## config.mk

```make
export PLATFORM = sky130hd
export DESIGN_NAME = upd7800_clkgen
export DESIGN_NICKNAME = d
export VERILOG_FILES = /design/src/rtl/upd7800_clkgen_pkg.sv /design/src/rtl/upd7800_clkgen_sync2.sv /design/src/rtl/upd7800_clkgen.sv
export SDC_FILE = /design/constraint.sdc
export NUM_CORES = 1
export LEC_CHECK = 0
export ABC_AREA = 0
export CAP_MARGIN = 10
export CORE_AREA = 2 2 39 41
export CTS_CLUSTER_DIAMETER = 30
export DETAILED_ROUTE_END_ITERATION = 6
export DIE_AREA = 0 0 41 43
export PLACE_DENSITY = 0.66
export SETUP_SLACK_MARGIN = 0.3
export SYNTH_ARGS = -nofsm -noshare
export SYNTH_HDL_FRONTEND = slang
export SYNTH_SLANG_ARGS = --single-unit
```

## constraint.sdc

```tcl
create_clock -name CLK -period 2.1 [get_ports CLK]
set_input_delay 0.42 -clock CLK [delete_from_list [all_inputs] [get_ports CLK]]
set_output_delay 0.42 -clock CLK [all_outputs]
set_load 0.01 [all_outputs]
```

## src/rtl/upd7800_clkgen_pkg.sv

```systemverilog
// Shared types and helpers for the uPD7800 two-phase clock generator.
package upd7800_clkgen_pkg;

    typedef enum logic [1:0] {
        CQ_P1 = 2'd0,
        CQ_G1 = 2'd1,
        CQ_P2 = 2'd2,
        CQ_G2 = 2'd3
    } e_cq;

    typedef enum logic [0:0] {
        CGST_RUN  = 1'b0,
        CGST_HOLD = 1'b1
    } e_cgst;

    // Counter width able to hold 0..n-1, never narrower than one bit.
    function automatic int unsigned cnt_width(input int unsigned n);
        return (n > 1) ? $clog2(n) : 1;
    endfunction

endpackage

```

## src/rtl/upd7800_clkgen_sync2.sv

```systemverilog
// Two-flop synchroniser with asynchronous active-low clear.
module upd7800_clkgen_sync2 (
    input  logic CLK,
    input  logic clr_n,
    input  logic d,
    output logic q
);

    logic s0;

    always_ff @(posedge CLK or negedge clr_n) begin
        if (!clr_n) begin
            s0 <= 1'b0;
            q  <= 1'b0;
        end else begin
            s0 <= d;
            q  <= s0;
        end
    end

endmodule

```

## src/rtl/upd7800_clkgen.sv

```systemverilog
// uPD7800 two-phase strobe generator with CPU reset stretch and a
// cycle-boundary bus-hold handshake.
module upd7800_clkgen
    import upd7800_clkgen_pkg::*;
#(
    parameter int unsigned DIV        = 1,
    parameter int unsigned RST_CYCLES = 16
) (
    input  logic CLK,
    input  logic RESETB,
    input  logic HOLD_REQ,
    output logic HOLD_ACK,
    output logic CP1_POSEDGE,
    output logic CP1_NEGEDGE,
    output logic CP2_POSEDGE,
    output logic CP2_NEGEDGE,
    output logic CP1,
    output logic CP2,
    output logic CPU_RESETB
);

    localparam int unsigned DW = cnt_width(DIV);
    localparam int unsigned RW = cnt_width(RST_CYCLES + 1);

    logic          rs1;
    logic [DW-1:0] dcnt, dcnt_nxt;
    e_cq           q, q_nxt;
    logic [RW-1:0] rcnt, rcnt_nxt;
    e_cgst         st, st_nxt;
    logic          cpu_resetb_nxt;
    logic          tick;
    logic          dcnt_last;
    logic          boundary;

    upd7800_clkgen_sync2 u_sync (
        .CLK   (CLK),
        .clr_n (RESETB),
        .d     (1'b1),
        .q     (rs1)
    );

    always_ff @(posedge CLK or negedge RESETB) begin
        if (!RESETB) begin
            dcnt       <= '0;
            q          <= CQ_P1;
            rcnt       <= '0;
            st         <= CGST_RUN;
            CPU_RESETB <= 1'b0;
        end else begin
            dcnt       <= dcnt_nxt;
            q          <= q_nxt;
            rcnt       <= rcnt_nxt;
            st         <= st_nxt;
            CPU_RESETB <= cpu_resetb_nxt;
        end
    end

    always_comb begin
        tick           = rs1 && (st == CGST_RUN);
        dcnt_last      = (dcnt == DW'(DIV - 1));
        boundary       = tick && dcnt_last && (q == CQ_G2);
        dcnt_nxt       = dcnt;
        q_nxt          = q;
        rcnt_nxt       = rcnt;
        st_nxt         = st;
        cpu_resetb_nxt = CPU_RESETB;

        if (tick) begin
            if (dcnt_last) begin
                dcnt_nxt = '0;
                q_nxt    = e_cq'(2'(q + 2'd1));
            end else begin
                dcnt_nxt = DW'(dcnt + DW'(1));
            end
        end

        // Reset stretch counts whole CPU cycles, then releases on that boundary.
        if (boundary && !CPU_RESETB) begin
            if (rcnt != RW'(RST_CYCLES))
                rcnt_nxt = RW'(rcnt + RW'(1));
            if (rcnt >= RW'(RST_CYCLES - 1))
                cpu_resetb_nxt = 1'b1;
        end

        case (st)
            CGST_RUN: begin
                if (boundary && HOLD_REQ && CPU_RESETB)
                    st_nxt = CGST_HOLD;
            end
            CGST_HOLD: begin
                if (!HOLD_REQ)
                    st_nxt = CGST_RUN;
            end
            default: st_nxt = CGST_RUN;
        endcase
    end

    // Everything below decodes registered state only.
    always_comb begin
        CP1_POSEDGE = tick && (dcnt == '0) && (q == CQ_P1);
        CP1_NEGEDGE = tick && (dcnt == '0) && (q == CQ_G1);
        CP2_POSEDGE = tick && (dcnt == '0) && (q == CQ_P2);
        CP2_NEGEDGE = tick && (dcnt == '0) && (q == CQ_G2);
        CP1         = tick && (q == CQ_P1);
        CP2         = tick && (q == CQ_P2);
        HOLD_ACK    = (st == CGST_HOLD);
    end

endmodule
```

==> impl_summary.log <==
INFO  metric total_power = between 800 and 900 uW
INFO  metric clock-root-buffer = clkbuf_4
INFO  metric routed_wire_length = approximately 970 um
INFO  metric grt_first_pass_wirelength = between 1.5 and 2 mm
INFO  metric run_status = complete, no violations
INFO  metric endpoint_kind = output pin
INFO  metric final_core_utilization = 0.538
INFO  metric fillerInstances = about 140
INFO  metric startpoint_of_the_worst_hold_path = u_sync.s0
INFO  metric ctsHoldBuffers = 0
INFO  metric setup.worst_path.start = q[0]
INFO  metric sequential_cell_area = ~280 um2
INFO  metric internal-power = approximately 560 uW
INFO  metric startpoint_type = register
INFO  metric critical_path_arrival = roughly 1300 ps
INFO  metric timing.clock.skew = about 6.3 ps
INFO  metric core_area = 1380 um2
INFO  metric antenna-diode-count = 0
INFO  metric report.final.slew_viol_count = 0
INFO  metric postSynthAreaPerCell = between 10 and 15 um2
INFO  metric ys_types = 21
INFO  metric timing.max_cap.violations = 0
INFO  metric count_of_flip_flops_with_a_built_in_enable_after_synthesis = 0
INFO  metric switch_share = 0.373
INFO  metric powerDensity = 1190 nW/um2
INFO  metric placementRows = 14
INFO  metric mostFrequentLayoutCells = dfrtp_1, ha_1, inv_1
INFO  metric power.share.combinational = 0.410
INFO  metric yosys_register_bits = 11
INFO  metric die-width = about 41 um
INFO  metric crit_chain = inv_2, ha_1, and2_1, dlygate4sd2_1
INFO  metric yosysSeqAreaShare = 0.465
INFO  metric grt_setup_unrepaired = false
INFO  metric synth-main-ff-cell = dfrtp_1
INFO  metric worst_hold_path_type = register to register
INFO  metric grt-ovfl-total = 0
INFO  metric initial_utilization = 0.428
INFO  metric die_y = about 43 um
INFO  metric placed_cells = 78
INFO  metric cpMaxStageDelayCell = dfrtp_1
INFO  metric dp_hpwl = around 670 um
INFO  metric leak_pwr = ~0.0004 uW
INFO  metric synth_area = a little under 600 um2
INFO  metric rrSetupSlack = between 400 and 500 ps
INFO  metric layout_commonest_cell = dfrtp_1
INFO  metric floorplan.io_pins = 11
INFO  metric setup_total_negative_slack = 0 ps
INFO  metric area_taken_by_multi_input_logic_gates = 283 um2
INFO  metric fraction_of_final_layout_cells_with_drive_strength_greater_than_1 = 0.194
INFO  metric r2r-start = rcnt[0]
INFO  metric drt-wirelength-per-cell = roughly 12 um
INFO  metric detail_route.drc_violations = 0
INFO  metric hold-path-cell-count = 0
INFO  metric ys.warnings.count = 0
INFO  metric synthesis.instances = between 50 and 60
INFO  metric clk_path_buf_depth = 2
INFO  metric ff2ff_path_depth = 5
INFO  metric r2r-end = rcnt[1]
INFO  metric timing.final.crit_share = 0.833
INFO  metric cts_sinks = 11
INFO  metric remaining_antenna_violation_count_after_routing = 0
INFO  metric setup.worst_path.class = register to output pin
INFO  metric drt_pre_antenna_iters = 3
INFO  metric port_buffers = 10
INFO  metric grt_start_max_net_pins = 12
INFO  metric grt_antenna_before_repair = 0
INFO  metric clock.fmax = roughly 570 MHz
INFO  metric finalCriticalPeriod = about 1700 ps
INFO  metric design.final.nets = between 70 and 80
INFO  metric num_vias = 406
INFO  metric grtUsageTotal = 0.143
INFO  metric vias_in_the_first_global_route = 377
INFO  metric ir_worst_vdd = between 0.0006 and 0.0007 V
INFO  metric report.final.setup_viol = 0
INFO  metric clock_power_share = 0.171
INFO  metric worst_skew_pair.late_latency = 280 ps
INFO  metric layoutNonFillerInstCount = 83
INFO  metric dr.first_iter.drc_count = 3
INFO  metric critical_path_required = approximately 1700 ps
INFO  metric clk_transition_reported_paths = approximately 80 ps
INFO  metric number_of_cts_inserted_buffers = 3
INFO  metric post-route-cell-area = 744 um2
INFO  metric synthesis.nets = 63
INFO  metric final_hold_viol_count = 0
INFO  metric die_area = approximately 1800 um2
INFO  metric cp_max_fo = 3
INFO  metric areaGrowthSynthToFinish = 25.8%
INFO  metric seqPwrFrac = 0.419
INFO  metric worst_setup_path_endpoint = CP2
INFO  metric gp_congestion = ~0.70
INFO  metric p_sw = 331 uW
INFO  metric tritoncts = built
INFO  metric drt_via_density = between 4 and 5
INFO  metric worst_path_largest_cell_delay = between 300 and 400 ps
INFO  metric ctsHtreeMaxLevel = 1
INFO  metric placement.cell_area = around 700 um2
INFO  metric postSynth.asyncResetShare = 1.00
## routing by layer
metal  track usage  vias up  share of wire  wire, um
met3        0.0157        5          0.037        36
met4         0.120        0          0.040        39
met2         0.203       10           0.47       456
met5             0        -              0         0
li1              -      203              -         -
met1         0.186      188           0.45       437
## cell families after synthesis
kind of cell	count (synthesis)	synth area share
mux	1	0.0254
compound gates	7	0.101
simple gates	14	0.140
buf+inv	9	0.0698
flops	11	0.465
xor+xnor	3	0.0444
other cells	1	0.00634
fa+ha+maj	7	0.148
## synth_stat cells, drive strengths merged, types with 2 or more instances
cell / n / share of area
dfrtp: 11 / 0.47
ha: 7 / 0.15
inv: 7 / 0.044
and2: 3 / 0.032
xnor2: 3 / 0.044
a21oi: 2 / 0.017
buf: 2 / 0.025
nand2: 2 / 0.013
nand4: 2 / 0.021
nor2: 2 / 0.013
nor2b: 2 / 0.021
## worst min-delay path by stage
stage               slack (ps)         end
floorplan                  120  CPU_RESETB
global placement           340    u_sync.q
detailed placement         340    u_sync.q
CTS                        360    u_sync.q
global route               370    u_sync.q
finish                     350    u_sync.q
## layout make-up
class                      instances  share of cell area
clock buffer                       4              0.0353
tap                               16              0.0269
inverter                           7              0.0353
sequential                        11               0.370
multi-input combinational         33               0.380
timing repair buffer              12               0.153
## per-stage QoR
step / hold slack (ps) / worst slack [ps]
6_report: 355 / 351
5_1_grt: 372 / 301
4_1_cts: 356 / 95.6
3_5_place_dp: 340 / 308
3_3_place_gp: 335 / 359
2_1_floorplan: 124 / 535
## sequential cells by signal, indices dropped and copies added (netlist names)
| signal | cells |
|---|---|
| rcnt | 5 |
| u_sync.q | 1 |
| q | 2 |
| CPU_RESETB | 1 |
| HOLD_ACK | 1 |
| u_sync.s0 | 1 |
## worst max-delay path: cells and delay by family, from the launching register on
kind	cells	cell delay [ps]
adders and majority gates	1	190
buffers and inverters	2	350
DFF	1	390
and+or+nand+nor	1	140
## power by group through the flow
stage / Clock (uW) / Combinational, uW / Sequential (uW)
global route: 166 / 420 / 383
floorplan: 0 / 246 / 360
CTS: 154 / 365 / 367
detailed placement: 0 / 373 / 370
finish: 151 / 364 / 371
global placement: 0 / 363 / 368
## repair_timing
item / in CTS / in global routing
resized for setup: 7 / 9
setup endpoints to repair: 6 / 7
buffers inserted: 1 / 0
No activity file was read; power rests on OpenSTA's default activity.
